$ cat src/rtl/i2c_pkg.sv
// Shared I2C definitions: target receiver state encoding, default address, ACK levels.
package i2c_pkg;
    typedef enum logic [2:0] {
        IDLE,
        ADDR,
        ACK_A,
        DATA,
        ACK_D,
        IGNORE
    } state_t;

    localparam logic [6:0] DEV_ADDR_DEFAULT = 7'h27;
    localparam logic       ACK              = 1'b0;
    localparam logic       NACK             = 1'b1;
endpackage

$ cat src/rtl/i2c_sync_edge.sv
// Multi-flop synchroniser for one raw bus pin, with registered previous sample for edge detection.
module i2c_sync_edge #(
    parameter int unsigned SYNC_STAGES = 2
) (
    input  logic clk,
    input  logic reset,
    input  logic din,
    output logic level,
    output logic rise,
    output logic fall
);
    logic [SYNC_STAGES-1:0] chain;
    logic                   prev;

    // Reset to 1 so an idle-high bus produces no edge when reset releases.
    always_ff @(posedge clk) begin
        if (reset) begin
            chain <= '1;
            prev  <= 1'b1;
        end else begin
            chain <= {chain[SYNC_STAGES-2:0], din};
            prev  <= chain[SYNC_STAGES-1];
        end
    end

    assign level = chain[SYNC_STAGES-1];
    assign rise  = level & ~prev;
    assign fall  = ~level & prev;
endmodule

$ cat src/rtl/i2c_target_rx.sv
// I2C target write receiver: START/STOP detection, address match, ACK drive and byte output.
module i2c_target_rx
    import i2c_pkg::*;
#(
    parameter logic [6:0]  DEV_ADDR    = DEV_ADDR_DEFAULT,
    parameter int unsigned SYNC_STAGES = 2
) (
    input  logic       clk,
    input  logic       reset,
    input  logic       scl_in,
    input  logic       sda_in,
    output logic       sda_oe,
    output logic [7:0] rx_data,
    output logic       rx_valid,
    output logic       addr_hit,
    output logic       start_det,
    output logic       stop_det,
    output logic       busy
);
    logic       scl_lvl, scl_rise, scl_fall;
    logic       sda_lvl, sda_rise, sda_fall;
    logic       scl_stable_high, start_ev, stop_ev;
    logic [7:0] shifted;
    logic [6:0] shreg;
    logic [2:0] cnt;
    logic       ack_phase;
    state_t     state;

    i2c_sync_edge #(.SYNC_STAGES(SYNC_STAGES)) u_scl_sync (
        .clk   (clk),
        .reset (reset),
        .din   (scl_in),
        .level (scl_lvl),
        .rise  (scl_rise),
        .fall  (scl_fall)
    );

    i2c_sync_edge #(.SYNC_STAGES(SYNC_STAGES)) u_sda_sync (
        .clk   (clk),
        .reset (reset),
        .din   (sda_in),
        .level (sda_lvl),
        .rise  (sda_rise),
        .fall  (sda_fall)
    );

    // SCL high in both samples; a simultaneous SCL edge makes it a data transition.
    assign scl_stable_high = scl_lvl & ~scl_rise;
    assign start_ev        = scl_stable_high & sda_fall;
    assign stop_ev         = scl_stable_high & sda_rise;
    assign shifted         = {shreg, sda_lvl};

    always_ff @(posedge clk) begin
        if (reset) begin
            state     <= IDLE;
            shreg     <= '0;
            cnt       <= 3'd7;
            ack_phase <= 1'b0;
            sda_oe    <= 1'b0;
            rx_data   <= '0;
            rx_valid  <= 1'b0;
            addr_hit  <= 1'b0;
            start_det <= 1'b0;
            stop_det  <= 1'b0;
            busy      <= 1'b0;
        end else begin
            rx_valid  <= 1'b0;
            start_det <= 1'b0;
            stop_det  <= 1'b0;
            if (stop_ev) begin
                state    <= IDLE;
                sda_oe   <= 1'b0;
                addr_hit <= 1'b0;
                busy     <= 1'b0;
                stop_det <= 1'b1;
            end else if (start_ev) begin
                state     <= ADDR;
                cnt       <= 3'd7;
                ack_phase <= 1'b0;
                sda_oe    <= 1'b0;
                addr_hit  <= 1'b0;
                busy      <= 1'b1;
                start_det <= 1'b1;
            end else begin
                case (state)
                    ADDR: if (scl_rise) begin
                        shreg <= shifted[6:0];
                        if (cnt == 3'd0) begin
                            if (shifted[7:1] == DEV_ADDR && !shifted[0]) begin
                                state     <= ACK_A;
                                addr_hit  <= 1'b1;
                                ack_phase <= 1'b0;
                            end else begin
                                state <= IGNORE;
                            end
                        end else begin
                            cnt <= cnt - 3'd1;
                        end
                    end
                    DATA: if (scl_rise) begin
                        shreg <= shifted[6:0];
                        if (cnt == 3'd0) begin
                            rx_data   <= shifted;
                            rx_valid  <= 1'b1;
                            state     <= ACK_D;
                            ack_phase <= 1'b0;
                        end else begin
                            cnt <= cnt - 3'd1;
                        end
                    end
                    // First fall drives the ACK slot, second fall releases it.
                    ACK_A, ACK_D: if (scl_fall) begin
                        if (!ack_phase) begin
                            sda_oe    <= 1'b1;
                            ack_phase <= 1'b1;
                        end else begin
                            sda_oe    <= 1'b0;
                            ack_phase <= 1'b0;
                            cnt       <= 3'd7;
                            state     <= DATA;
                        end
                    end
                    default: ;
                endcase
            end
        end
    end
endmodule

$ cat config.mk
export PLATFORM = sky130hd
export DESIGN_NAME = i2c_target_rx
export DESIGN_NICKNAME = d
export VERILOG_FILES = /design/src/rtl/i2c_pkg.sv /design/src/rtl/i2c_sync_edge.sv /design/src/rtl/i2c_target_rx.sv
export SDC_FILE = /design/constraint.sdc
export NUM_CORES = 1
export LEC_CHECK = 0
export CORE_MARGIN = 1
export CORE_UTILIZATION = 53
export CTS_CLUSTER_DIAMETER = 150
export DETAILED_ROUTE_END_ITERATION = 6
export GPL_ROUTABILITY_DRIVEN = 0
export PLACE_DENSITY = 0.85
export SLEW_MARGIN = 20
export SYNTH_ARGS = -nofsm -noshare
export SYNTH_HDL_FRONTEND = slang
export SYNTH_SLANG_ARGS = --single-unit
$ cat constraint.sdc
create_clock -name clk -period 4.4 [get_ports clk]
set_input_delay 0.66 -clock clk [delete_from_list [all_inputs] [get_ports clk]]
set_output_delay 0.66 -clock clk [all_outputs]
set_load 0.02 [all_outputs]
==> reports/metrics.yaml <==
timing:
  timing.final.crit_share: 0.4986
  fin_skew_ps: 6.719
  period_needed_ps: 2194
  finalHoldViolCount: 0
  hold_ws_ps: 426.5
  finalSetupTns_ps: 0
  fmax_ghz: 0.4559
  rsz0062_at_grt: "false"
  setup_violations: 0
  worst_pin_slew_ps: 797.2
  slew_violations: 0
  relSlewSlack: 0.4669
  layout_setup_ws_ps: 2206
clocking:
  cts_sinks: 34
  cts_buffer_depth: 2
  clkTransAtPathRegs_ps: 100
  postCtsSetupBuffers: 0
  cts_tree: "yes"
  htree_levels: 2
  cts_resized: 0
  holdBufCountCts: 0
  numCtsBuffers: 5
  clock_latency_ps: 330
  clock_tree.root_cell: "clkbuf_4"
logic_synthesis:
  syn_nets: 161
  synth.avg_cell_area_um2: 9.388
  yosysWarnings: 0
  ys_seq_elements: 34
  netlist_instances: 155
  synth_cell_type_count: 37
  syn_area_um2: 1455
  synth.yosys.seq_area_share: 0.4678
placed_design:
  placed_area_um2: 1623
  portBuffers: 17
  place_ws_ps: 2081
  hpwl_mm: 1.862
detailed_routing:
  firstDrtPassIters: 4
  via_count: 1142
  wl_mm: 2.702
  ant_nets: 0
  vias_per_cell: 5.653
  drc_errors: 0
  dr.first_iter.drc_count: 32
  wl_per_cell_um: 13.38
worst_setup_path:
  startpoint_type: "register"
  startpoint: "state[2]$_SDFFE_PP0P_"
  r2r-start: "state[2]$_SDFFE_PP0P_"
  critPathCapture: "rx_data[3]$_SDFFE_PP0P_"
  crit_required_ps: 4600
  regToRegSetupSlack_ps: 2210
  critical_path_class: "register to register"
  arrival_ps: 2390
  r2r_cells: 4
  cp-end-kind: "register"
  r2r-end: "rx_data[3]$_SDFFE_PP0P_"
  critPathMaxFanout: 11
final_layout:
  fin_area_um2: 1704
  layout.nets: 178
  final_common_cell: "dfxtp_1"
  layout_common_cells: "dfxtp_1 (34), nor2_1 (28), clkdlybuf4s50_1 (17), mux2i_1 (15), o21ai_0 (9)"
  post-route-util: 0.6696
  drive_above_1_share: 0.08140
  syn_to_final_growth_pct: 17.11
  antenna_cells: 0
grt:
  grt_pass1_vias: 1036
  grt_busiest_layer: "met2"
  met2_usage: 0.3211
  grtUsageTotal: 0.2162
  grt_max_degree: 28
  grt_pass1_wl_mm: 4.526
  antenna_found_initial: 0
  use_met3: 0.07500
  grt.overflow.total: 0
  use_met1: 0.2930
flow_run:
  maxCapViolations: 0
power_and_ir_drop:
  seqPwrFrac: 0.552
  swShare: 0.2061
  power_switching_w: 0.0001173
  p_int_w: 0.0004517
  power.leakage_nw: 0.6307
  p_clk_frac: 0.414
  comb_power_share: 0.034
  p_per_area_nw_per_um2: 333.9
  peakVddDrop_v: 0.0002526
floorplan:
  io_pins: 18
  die_w_um: 54.40
  die_area_um2: 2959
  start_util: 0.5718
  die_y_um: 54.40
  row_count: 18
  fp.coreArea_um2: 2545
run_status:
  status: "finished clean"
worst_hold_path:
  hold_path_depth: 1
  min_path_type: "register to register"
==> power by group through the flow <==
stage	registers, W	logic (W)	clock network, W
after floorplan	0.000321	0.0000119	0
after global placement	0.000321	0.0000189	0
after detailed placement	0.000321	0.0000191	0
after CTS	0.000314	0.0000192	0.000238
after global routing	0.000315	0.0000209	0.000252
final	0.000314	0.0000194	0.000235
==> cells by family (layout without fill, tap and decap cells) <==
kind of cell | count (synthesis) | in the layout | synth area share
flip-flops | 34 | 34 | 0.4678
AND/OR/NAND/NOR | 69 | 69 | 0.2502
adder cells (fa/ha/maj) | 2 | 2 | 0.01719
XOR/XNOR | 1 | 1 | 0.006020
AO/OA/AOI/OAI | 23 | 23 | 0.1178
multiplexers | 15 | 15 | 0.1032
buffers and inverters | 11 | 28 | 0.03783
==> layout make-up <==
cell class,count,area (um2)
fillers,202,840.8
clock buffers,6,51.30
well taps,30,37.54
clock inverters,1,30.03
flip-flops and latches,34,680.7
inverters,4,15.01
multi-input cells,110,719.4
repair buffers,17,170.2
==> through the flow <==
step	std cells	power, W
floorplan	155	0.0003333
global placement	195	0.0003399
detailed placement	195	0.0003404
CTS	202	0.0005718
global route	202	0.0005880
finish	202	0.0005690
==> cell usage after synthesis <==
cell | count | area share
a2111oi_0 | 1 | 0.0060
a21oi_1 | 2 | 0.0069
a221o_1 | 1 | 0.0069
a221oi_1 | 2 | 0.012
a22o_1 | 1 | 0.0060
a22oi_1 | 2 | 0.010
a311oi_1 | 1 | 0.0060
a31oi_1 | 2 | 0.0086
a41oi_4 | 1 | 0.019
and2b_1 | 1 | 0.0052
and3_1 | 4 | 0.017
and4b_1 | 1 | 0.0069
and4bb_1 | 1 | 0.0086
buf_2 | 2 | 0.0069
buf_4 | 1 | 0.0052
buf_6 | 1 | 0.0077
clkbuf_1 | 3 | 0.0077
dfxtp_1 | 34 | 0.47
ha_1 | 2 | 0.017
inv_1 | 4 | 0.010
mux2i_1 | 15 | 0.10
nand2_1 | 8 | 0.021
nand2b_1 | 6 | 0.026
nand3_1 | 1 | 0.0034
nand3b_1 | 1 | 0.0052
nand4_1 | 1 | 0.0043
nand4b_1 | 3 | 0.018
nor2_1 | 28 | 0.072
nor2b_1 | 4 | 0.017
nor4_1 | 1 | 0.0043
o211ai_1 | 1 | 0.0052
o21ai_0 | 9 | 0.031
or2_2 | 6 | 0.026
or3_1 | 1 | 0.0043
or3b_1 | 1 | 0.0060
or4_1 | 1 | 0.0052
xor2_1 | 1 | 0.0060
==> worst max-delay path, cell delays in order, from the launching register on <==
cell and delay, ps:
dfxtp_1 430, and4bb_1 690, and3_1 590, mux2i_1 270, nor2_1 60
==> worst min-delay path by stage <==
stage                                    from                             end
6_report       u_scl_sync.chain[0]$_SDFF_PP1_  u_scl_sync.chain[1]$_SDFF_PP1_
3_5_place_dp   u_scl_sync.chain[0]$_SDFF_PP1_  u_scl_sync.chain[1]$_SDFF_PP1_
2_1_floorplan  u_scl_sync.chain[0]$_SDFF_PP1_  u_scl_sync.chain[1]$_SDFF_PP1_
4_1_cts        u_scl_sync.chain[0]$_SDFF_PP1_  u_scl_sync.chain[1]$_SDFF_PP1_
3_3_place_gp   u_sda_sync.chain[0]$_SDFF_PP1_  u_sda_sync.chain[1]$_SDFF_PP1_
5_1_grt        u_scl_sync.chain[0]$_SDFF_PP1_  u_scl_sync.chain[1]$_SDFF_PP1_
==> routing by layer <==
metal	routed length [um]	up-vias
met5	0	-
met4	29	0
li1	-	573
met3	151	4
met2	1206	33
met1	1316	532
==> registers in the layout, indices dropped and copies added, names as in the netlist <==
register and flops:
busy 1, sda_oe 1, u_scl_sync.chain 2, u_sda_sync.prev 1, ack_phase 1, stop_det 1, state 3, rx_data 8
u_sda_sync.chain 2, shreg 7, start_det 1, addr_hit 1, cnt 3, rx_valid 1, u_scl_sync.prev 1
No activity file was read; power rests on OpenSTA's default activity.
